==> src/rtl/serial_code_pkg.sv <==
// Shared encodings for the serial BCD/Excess-3 codec: mode codes, per-mode
// constants, FSM states and the digit legality check.
package serial_code_pkg;

  typedef enum logic {
    MODE_ADD3 = 1'b0,
    MODE_SUB3 = 1'b1
  } mode_e;

  typedef enum logic {
    IDLE   = 1'b0,
    ACTIVE = 1'b1
  } state_e;

  localparam logic [3:0] K_ADD3 = 4'b0011;
  localparam logic [3:0] K_SUB3 = 4'b1101;

  // BCD input must be 0..9; XS3 input must be 3..12.
  function automatic logic digit_illegal(input logic m, input logic [3:0] d);
    if (m == MODE_SUB3) return (d < 4'd3) || (d > 4'd12);
    else                return d > 4'd9;
  endfunction

endpackage

==> src/rtl/serial_const_adder.sv <==
// One-bit serial adder with carry register; the carry input is forced to
// zero on the first bit of each digit.
module serial_const_adder (
  input  logic clock,
  input  logic reset,
  input  logic x,
  input  logic k,
  input  logic first,
  input  logic en,
  output logic z
);

  logic carry_q;
  logic cin;

  always_comb begin
    cin = first ? 1'b0 : carry_q;
    z   = x ^ k ^ cin;
  end

  always_ff @(posedge clock or negedge reset) begin
    if (!reset) begin
      carry_q <= 1'b0;
    end else if (en) begin
      carry_q <= (x & k) | (x & cin) | (k & cin);
    end
  end

endmodule

==> src/rtl/serial_bcd_xs3_codec.sv <==
// Bit-serial LSB-first BCD<->Excess-3 converter over frames of DIGITS digits,
// with valid/stall, frame framing, per-digit legality and sticky frame error.
module serial_bcd_xs3_codec
  import serial_code_pkg::*;
#(
  parameter int unsigned DIGITS = 4
) (
  input  logic clock,
  input  logic reset,
  input  logic x,
  input  logic x_valid,
  input  logic x_start,
  input  logic mode,
  output logic z,
  output logic z_valid,
  output logic z_last,
  output logic digit_err,
  output logic frame_err
);

  localparam int unsigned   DW       = (DIGITS > 1) ? $clog2(DIGITS) : 1;
  localparam logic [DW-1:0] LAST_DIG = DW'(DIGITS - 1);

  state_e        state_q, state_d;
  logic [1:0]    bit_cnt;
  logic [DW-1:0] dig_cnt;
  logic [2:0]    shift_q;
  logic          mode_q;

  logic          accept;
  logic          m;
  logic [1:0]    pos;
  logic [DW-1:0] dpos;
  logic [3:0]    kvec;
  logic          bit3;
  logic          z_raw;

  // x_start overrides the stored position so a restart always lands on bit0/digit0.
  always_comb begin
    accept    = x_valid & ((state_q == ACTIVE) | x_start);
    m         = x_start ? mode : mode_q;
    pos       = x_start ? 2'd0 : bit_cnt;
    dpos      = x_start ? '0 : dig_cnt;
    kvec      = (m == MODE_SUB3) ? K_SUB3 : K_ADD3;
    bit3      = (pos == 2'd3);
    z_valid   = accept;
    z         = accept & z_raw;
    z_last    = accept & bit3 & (dpos == LAST_DIG);
    digit_err = accept & bit3 & digit_illegal(m, {x, shift_q});

    state_d = state_q;
    if (x_valid && x_start) begin
      state_d = ACTIVE;
    end else if (z_last) begin
      state_d = IDLE;
    end
  end

  serial_const_adder u_adder (
    .clock (clock),
    .reset (reset),
    .x     (x),
    .k     (kvec[pos]),
    .first (pos == 2'd0),
    .en    (accept),
    .z     (z_raw)
  );

  always_ff @(posedge clock or negedge reset) begin
    if (!reset) begin
      state_q   <= IDLE;
      bit_cnt   <= '0;
      dig_cnt   <= '0;
      shift_q   <= '0;
      mode_q    <= 1'b0;
      frame_err <= 1'b0;
    end else begin
      state_q <= state_d;
      if (accept) begin
        bit_cnt <= pos + 2'd1;
        if (bit3) begin
          dig_cnt <= (dpos == LAST_DIG) ? '0 : dpos + DW'(1);
        end else begin
          dig_cnt      <= dpos;
          shift_q[pos] <= x;
        end
        if (x_start) begin
          mode_q    <= mode;
          frame_err <= digit_err;
        end else if (digit_err) begin
          frame_err <= 1'b1;
        end
      end
    end
  end

endmodule

==> config.mk <==
export PLATFORM = sky130hd
export DESIGN_NAME = serial_bcd_xs3_codec
export DESIGN_NICKNAME = d
export VERILOG_FILES = /design/src/rtl/serial_code_pkg.sv /design/src/rtl/serial_const_adder.sv /design/src/rtl/serial_bcd_xs3_codec.sv
export SDC_FILE = /design/constraint.sdc
export NUM_CORES = 1
export LEC_CHECK = 0
export CORE_MARGIN = 2
export CORE_UTILIZATION = 51
export CTS_BUF_LIST = sky130_fd_sc_hd__clkbuf_4 sky130_fd_sc_hd__clkbuf_8 sky130_fd_sc_hd__clkbuf_16
export DETAILED_ROUTE_END_ITERATION = 10
export GPL_TIMING_DRIVEN = 0
export PLACE_DENSITY_LB_ADDON = 0.12
export SETUP_SLACK_MARGIN = 0.5
export SKIP_LAST_GASP = 1
export SLEW_MARGIN = 10
export SYNTH_ARGS = -nofsm -noshare
export SYNTH_HDL_FRONTEND = slang
export SYNTH_SLANG_ARGS = --single-unit
==> constraint.sdc <==
create_clock -name clock -period 4 [get_ports clock]
set_clock_uncertainty 0.05 [all_clocks]
set_input_delay 1.2 -clock clock [delete_from_list [all_inputs] [get_ports clock]]
set_output_delay 1.2 -clock clock [all_outputs]
set_load 0.01 [all_outputs]
==> results of run 1 <==
## layout make-up
cell class | instances | area, µm² | area share (%)
repair buffers | 21 | 179 | 17.5
multi-input cells | 50 | 454 | 44.3
clock buffers | 4 | 30.0 | 2.93
inverters | 5 | 18.8 | 1.83
well taps | 15 | 18.8 | 1.83
flip-flops and latches | 11 | 275 | 26.9
plain buffers | 4 | 48.8 | 4.76
## flip-flops by register name, indices dropped and copies added, names as in the netlist
signal	count
bit_cnt	2
frame_err	1
u_adder.carry_q	1
dig_cnt	2
shift_q	3
state_q	1
mode_q	1
## worst min-delay path by stage
stage	to	cells after the start	slack [ps]	start
floorplan	dig_cnt[0]	1	410	dig_cnt[0]
global placement	dig_cnt[0]	1	430	dig_cnt[0]
detailed placement	dig_cnt[1]	1	420	dig_cnt[1]
CTS	dig_cnt[0]	1	450	dig_cnt[0]
global route	dig_cnt[1]	1	460	dig_cnt[1]
finish	dig_cnt[0]	1	440	dig_cnt[0]
## what timing repair did
item	CTS	global route
gates resized for setup	20	5
pin swaps	3	4
setup endpoints to repair	4	4
hold buffers	0	0
cloned	0	0
setup buffers	3	9
## per-stage QoR
| stage | instance area [µm²] | instances | TNS (ps) |
|---|---|---|---|
| finish | 1020 | 110 | 0 |
| global route | 1020 | 110 | 0 |
| CTS | 951 | 101 | 0 |
| detailed placement | 893 | 94 | -1820 |
| global placement | 893 | 94 | -1670 |
| floorplan | 785 | 70 | 0 |
## cells by family (layout without fill, tap and decap cells)
| kind of cell | count (synthesis) | after routing | synth area share (%) |
|---|---|---|---|
| buffers and inverters | 9 | 34 | 8.12 |
| muxes | 7 | 7 | 10.3 |
| and+or+nand+nor | 23 | 23 | 18.1 |
| adders and majority gates | 6 | 6 | 11.2 |
| AOI/OAI and AO/OA | 14 | 14 | 15.1 |
| DFF | 11 | 11 | 37.2 |
## metal layers
layer	vias up	global-route usage [%]	part of all wire (%)
li1	288	-	-
met1	284	21.6	43
met2	12	31.3	53
met3	2	4.74	3.7
met4	0	7.50	0.58
met5	-	0	0
## power groups by stage
stage | logic [mW] | clock network (mW) | registers, mW
2_1_floorplan | 0.0868 | 0 | 0.157
5_1_grt | 0.156 | 0.0870 | 0.164
3_5_place_dp | 0.121 | 0 | 0.162
4_1_cts | 0.125 | 0.0822 | 0.160
3_3_place_gp | 0.115 | 0 | 0.160
6_report | 0.139 | 0.0807 | 0.161
## worst max-delay path: stages
cell      delay (ps)
buf_8            100
buf_8            110
nand2b_4         160
ha_4             180
nor2b_4          110
fa_1             390
and2_4           150
buf_6            110
## Yosys cell counts, drive strengths merged
| master | number | area share (%) |
|---|---|---|
| ha | 5 | 8.5 |
| a22o | 1 | 1.2 |
| a211oi | 1 | 1.0 |
| nand2b | 3 | 2.5 |
| nor3 | 1 | 0.68 |
| a21oi | 1 | 0.68 |
| o211ai | 1 | 1.0 |
| mux2 | 5 | 7.6 |
| a21o | 2 | 2.2 |
| and2 | 1 | 0.85 |
| nor3b | 3 | 5.1 |
| o21a | 1 | 1.0 |
| mux2i | 2 | 2.7 |
| buf | 4 | 5.6 |
| nor2b | 2 | 1.7 |
| inv | 5 | 2.5 |
| nand2 | 8 | 4.1 |
| o21ai | 4 | 4.2 |
| dfrtp | 11 | 37 |
| and3 | 1 | 0.85 |
| nor2 | 2 | 1.0 |
| fa | 1 | 2.7 |
| o211a | 1 | 1.4 |
| nand3 | 2 | 1.4 |
| o22a | 1 | 1.2 |
| o2bb2ai | 1 | 1.2 |
==> metrics.txt, run 1 <==
MaxCap Viol Count 0; CTS Buf Count 3; starting DRC count in detailed routing 7; outcome finished, final reports clean; worst setup margin 248 ps; final hold violations 0; Root Buffer clkbuf_4; vias in the first global route 571; CTS tree yes; ant diodes 0; pwr/cell area 372 nW/µm²; Synth Register Bits 11; power share of the clock group 21.2%; initial antenna violation count 0; R2R cell count 7; fmax 0.267 GHz; CTS max path bufs 2; Finished Core Util 76.8%; Core Region 1330 µm²; # fillers 96; crit path time final 3750 ps; clk_lat worst skew 270 ps; commonest non-fill, non-tap cell in the layout buf_4; CP Capture Type output pin; Post-Syn Area 739 µm²; CP Launch Type input port; first-pass GRT wire length 2450 µm; Routability Congestion 0.785; htree depth 1; syn nets 82; Yosys Warn Count 0; reg2reg start bit_cnt[0]; GRT overflow 0; largest net degree at the start of global routing 12; sequential fraction of the synthesis area 37.2%; worst-path fanout max 4; Slew @ Worst Pin 491 ps; worst setup path start x_start; Initial Utilization 55.4%; Comb power frac 36.5%; Hold/Removal Path Class reg2reg; Critical Setup Path Class in2out; # DRC 0; via count 586; drt wl/cell 14.2 µm; leak pwr 0.511 nW; die outline width 42.1 µm; Final Max Slew Viols 0; antenna-violating nets left 0; layout cell share with drive strength beyond 1 42.1%; Tcrit/Tclk final 93.8%; end of the critical path z; I/O Buffers 9; Critical Path RT 2750 ps; post-layout net count 108; DR vias/cell 5.33; reg2reg end shift_q[2]; VDD IR-drop max 0.302 mV; most frequent cells in the layout buf_4 (12), dfrtp_1 (11), nand2_1 (8); synthesized instance count 70; HPWL after DPL 1080 µm; Die H 42.1 µm; Slew headroom 67.2%; DP Worst Slack -751 ps; WHS 443 ps; post-synthesis average cell area 10.6 µm²; clk slew on worst S/H paths 70 ps; P_sw 0.116 mW; Crit path arrival time 2500 ps; Layout area overhead 38.6%; Sw Share 30.5%; RSZ-0062 raised after global routing yes; Int Pwr 0.265 mW; number of detailed-route iterations in the first pass 4; number of placed I/O pins 11; Sink Count 11; row cnt 13; Total Power 0.381 mW; Die ar. 1770 µm²; setup violators final 0; Overall Global Routing Usage 18.2%; Yosys cell types 31; Total Wirelength 1560 µm; Flop pwr share 42.3%; Reg2Reg Setup Slack 2250 ps
Note: power is estimated with default switching activity, not from simulation.
==> run 2, diff against run 1 <==
--- a/config.mk
+++ b/config.mk
@@ -5,10 +5,12 @@
 export SDC_FILE = /design/constraint.sdc
 export NUM_CORES = 1
 export LEC_CHECK = 0
+export CAP_MARGIN = 20
 export CORE_MARGIN = 2
-export CORE_UTILIZATION = 51
+export CORE_UTILIZATION = 50
 export CTS_BUF_LIST = sky130_fd_sc_hd__clkbuf_4 sky130_fd_sc_hd__clkbuf_8 sky130_fd_sc_hd__clkbuf_16
 export DETAILED_ROUTE_END_ITERATION = 10
+export GPL_ROUTABILITY_DRIVEN = 0
 export GPL_TIMING_DRIVEN = 0
 export PLACE_DENSITY_LB_ADDON = 0.12
 export SETUP_SLACK_MARGIN = 0.5
@@ -16,4 +18,5 @@
 export SLEW_MARGIN = 10
 export SYNTH_ARGS = -nofsm -noshare
 export SYNTH_HDL_FRONTEND = slang
+export SYNTH_HIERARCHICAL = 1
 export SYNTH_SLANG_ARGS = --single-unit
==> metrics.txt, run 2 <==
RSZ-0062 raised after global routing yes; Critical Path RT 2750 ps; CP Launch Type input port; Critical Setup Path Class in2out; final hold violations 0; die outline width 41.3 µm; most frequent cells in the layout dfrtp_1 (11), nand2_1 (9), buf_4 (7), clkdlybuf4s50_1 (5); post-layout net count 102; Synth top area share 39.6%; family with the most delay on the worst path adder cells; Root Buffer clkbuf_4; CTS tree yes; cts hold-fix bufs 0; sequential fraction of the synthesis area 39.6%; cell taking the most area after synthesis dfrtp_1; # DRC 0; CTS Buf Count 3; VDD IR-drop max 0.248 mV; Yosys cell types 27; I/O Buffers 9; Synth Register Bits 11; WHS 456 ps; Sink Count 11; Slew headroom 66.3%; syn nets 81; crit path time final 3800 ps; leak pwr 0.463 nW; fmax 0.263 GHz; layout cell share with drive strength beyond 1 31.5%; drt wl/cell 13.8 µm; biggest regs shift_q x3, bit_cnt x2, dig_cnt x2; vias in the first global route 468; Synth area leaders dfrtp_1 (40%), ha_1 (9.0%), nand2_1 (4.9%); slowest stage delay, CP 500 ps; Final Max Slew Viols 0; Die ar. 1700 µm²; worst-path fanout max 6; ant diodes 0; max FFs per register 3; Tcrit/Tclk final 94.9%; Post-Layout Inst Area 941 µm²; crit path max-delay cell type fa_1; DP Worst Slack -305 ps; row cnt 13; clk slew on worst S/H paths 80 ps; GRT overflow 0; initial antenna violation count 0; antenna-violating nets left 0; MaxCap Viol Count 0; Total Power 0.349 mW; first-pass GRT wire length 2130 µm; htree depth 1; CTS max path bufs 2; DR vias/cell 5.27; Async SR Flop Fraction 100%; number of synthesized flops with an enable pin 0; post-synthesis average cell area 10.1 µm²; Most used DFF post-synth dfrtp_1; Crit path arrival time 2550 ps; largest net degree at the start of global routing 12; commonest non-fill, non-tap cell in the layout dfrtp_1; Yosys Warn Count 6; Total Wirelength 1440 µm; Layout area overhead 35.5%; placed cell count 93; outcome finished, final reports clean; Die H 41.3 µm; Buf/Inv on CP 4; Final Non-Filler Cells 104; # fillers 102; number of placed I/O pins 11; HPWL after DPL 970 µm; starting DRC count in detailed routing 6; most frequent cell after synthesis dfrtp_1; worst setup margin 204 ps; via count 548; Slew @ Worst Pin 504 ps; setup violators final 0; CP Capture Type output pin; Initial Utilization 53.4%; Hold/Removal Path Class reg2reg; Finished Core Util 72.3%; Setup Total Neg Slack 0 ps; Core Region 1300 µm²; Overall Global Routing Usage 21.0%; critical path cell sequence buf_12 -> nor2b_4 -> inv_2 -> ha_4 -> nand2b_4 -> fa_1 -> inv_1 -> and2_4 -> buf_6; Largest Register shift_q; number of detailed-route iterations in the first pass 5; pwr/cell area 371 nW/µm²; Placed Instance Area 835 µm²; Post-Syn Area 694 µm²; Post-synth top cells dfrtp_1 (11), nand2_1 (9), inv_1 (7); synthesized instance count 69; clk_lat worst skew 270 ps
==> run 2: power breakdown <==
| part | switching (mW) | leakage [nW] | total (mW) | internal (mW) |
|---|---|---|---|---|
| logic | 0.0478 | 0.312 | 0.109 | 0.0616 |
| registers | 0.0217 | 0.132 | 0.155 | 0.133 |
| clock network | 0.0395 | 0.0184 | 0.0848 | 0.0454 |
==> run 2: final timing paths <==
kind | depth (start not counted) | to | from | slack [ps]
setup / recovery | 9 | z | x_start | 200
hold / removal | 2 | frame_err | frame_err | 460
setup reg to reg | 6 | shift_q[2] | bit_cnt[0] | 2290
hold reg to reg | 2 | frame_err | frame_err | 460
max in group asynchronous | 1 | bit_cnt[0] | reset | 2350
min in group asynchronous | 1 | frame_err | reset | 1210
==> run 2: cell type report <==
type                       count  area, µm²  area share, %
clock buffer                   4       30.0           3.19
timing repair buffer          16        139           14.8
buffer                         1       20.0           2.13
tap                           15       18.8           1.99
sequential                    11        275           29.3
inverter                       7       26.3           2.79
multi-input combinational     50        432           45.9
==> run 2: kinds of logic after synthesis <==
kind of cell,Yosys count,synth area share (%)
simple gates,26,20.2
compound gates,11,12.4
xor+xnor,1,1.26
buf+inv,8,5.41
mux,6,9.19
fa+ha+maj,6,11.9
flops,11,39.6
==> run 2: tightest hold or removal path: cells and delay by family (launching register included) <==
kind	cells	cell delay, ps
flops	1	350
simple gates	1	50
compound gates	1	70
==> run 2: per-layer routing <==
layer / up-vias / track usage, % / part of all wire (%)
li1: 274 / - / -
met1: 254 / 23.6 / 44
met2: 18 / 35.5 / 50
met3: 2 / 5.43 / 4.9
met4: 0 / 12.1 / 0.83
met5: - / 0 / 0
==> run 2: repair_timing <==
| action | 4_1_cts | 5_1_grt |
|---|---|---|
| pin swaps | 3 | 3 |
| buffers inserted | 6 | 1 |
| setup endpoints to repair | 4 | 4 |
| resized for setup | 18 | 1 |
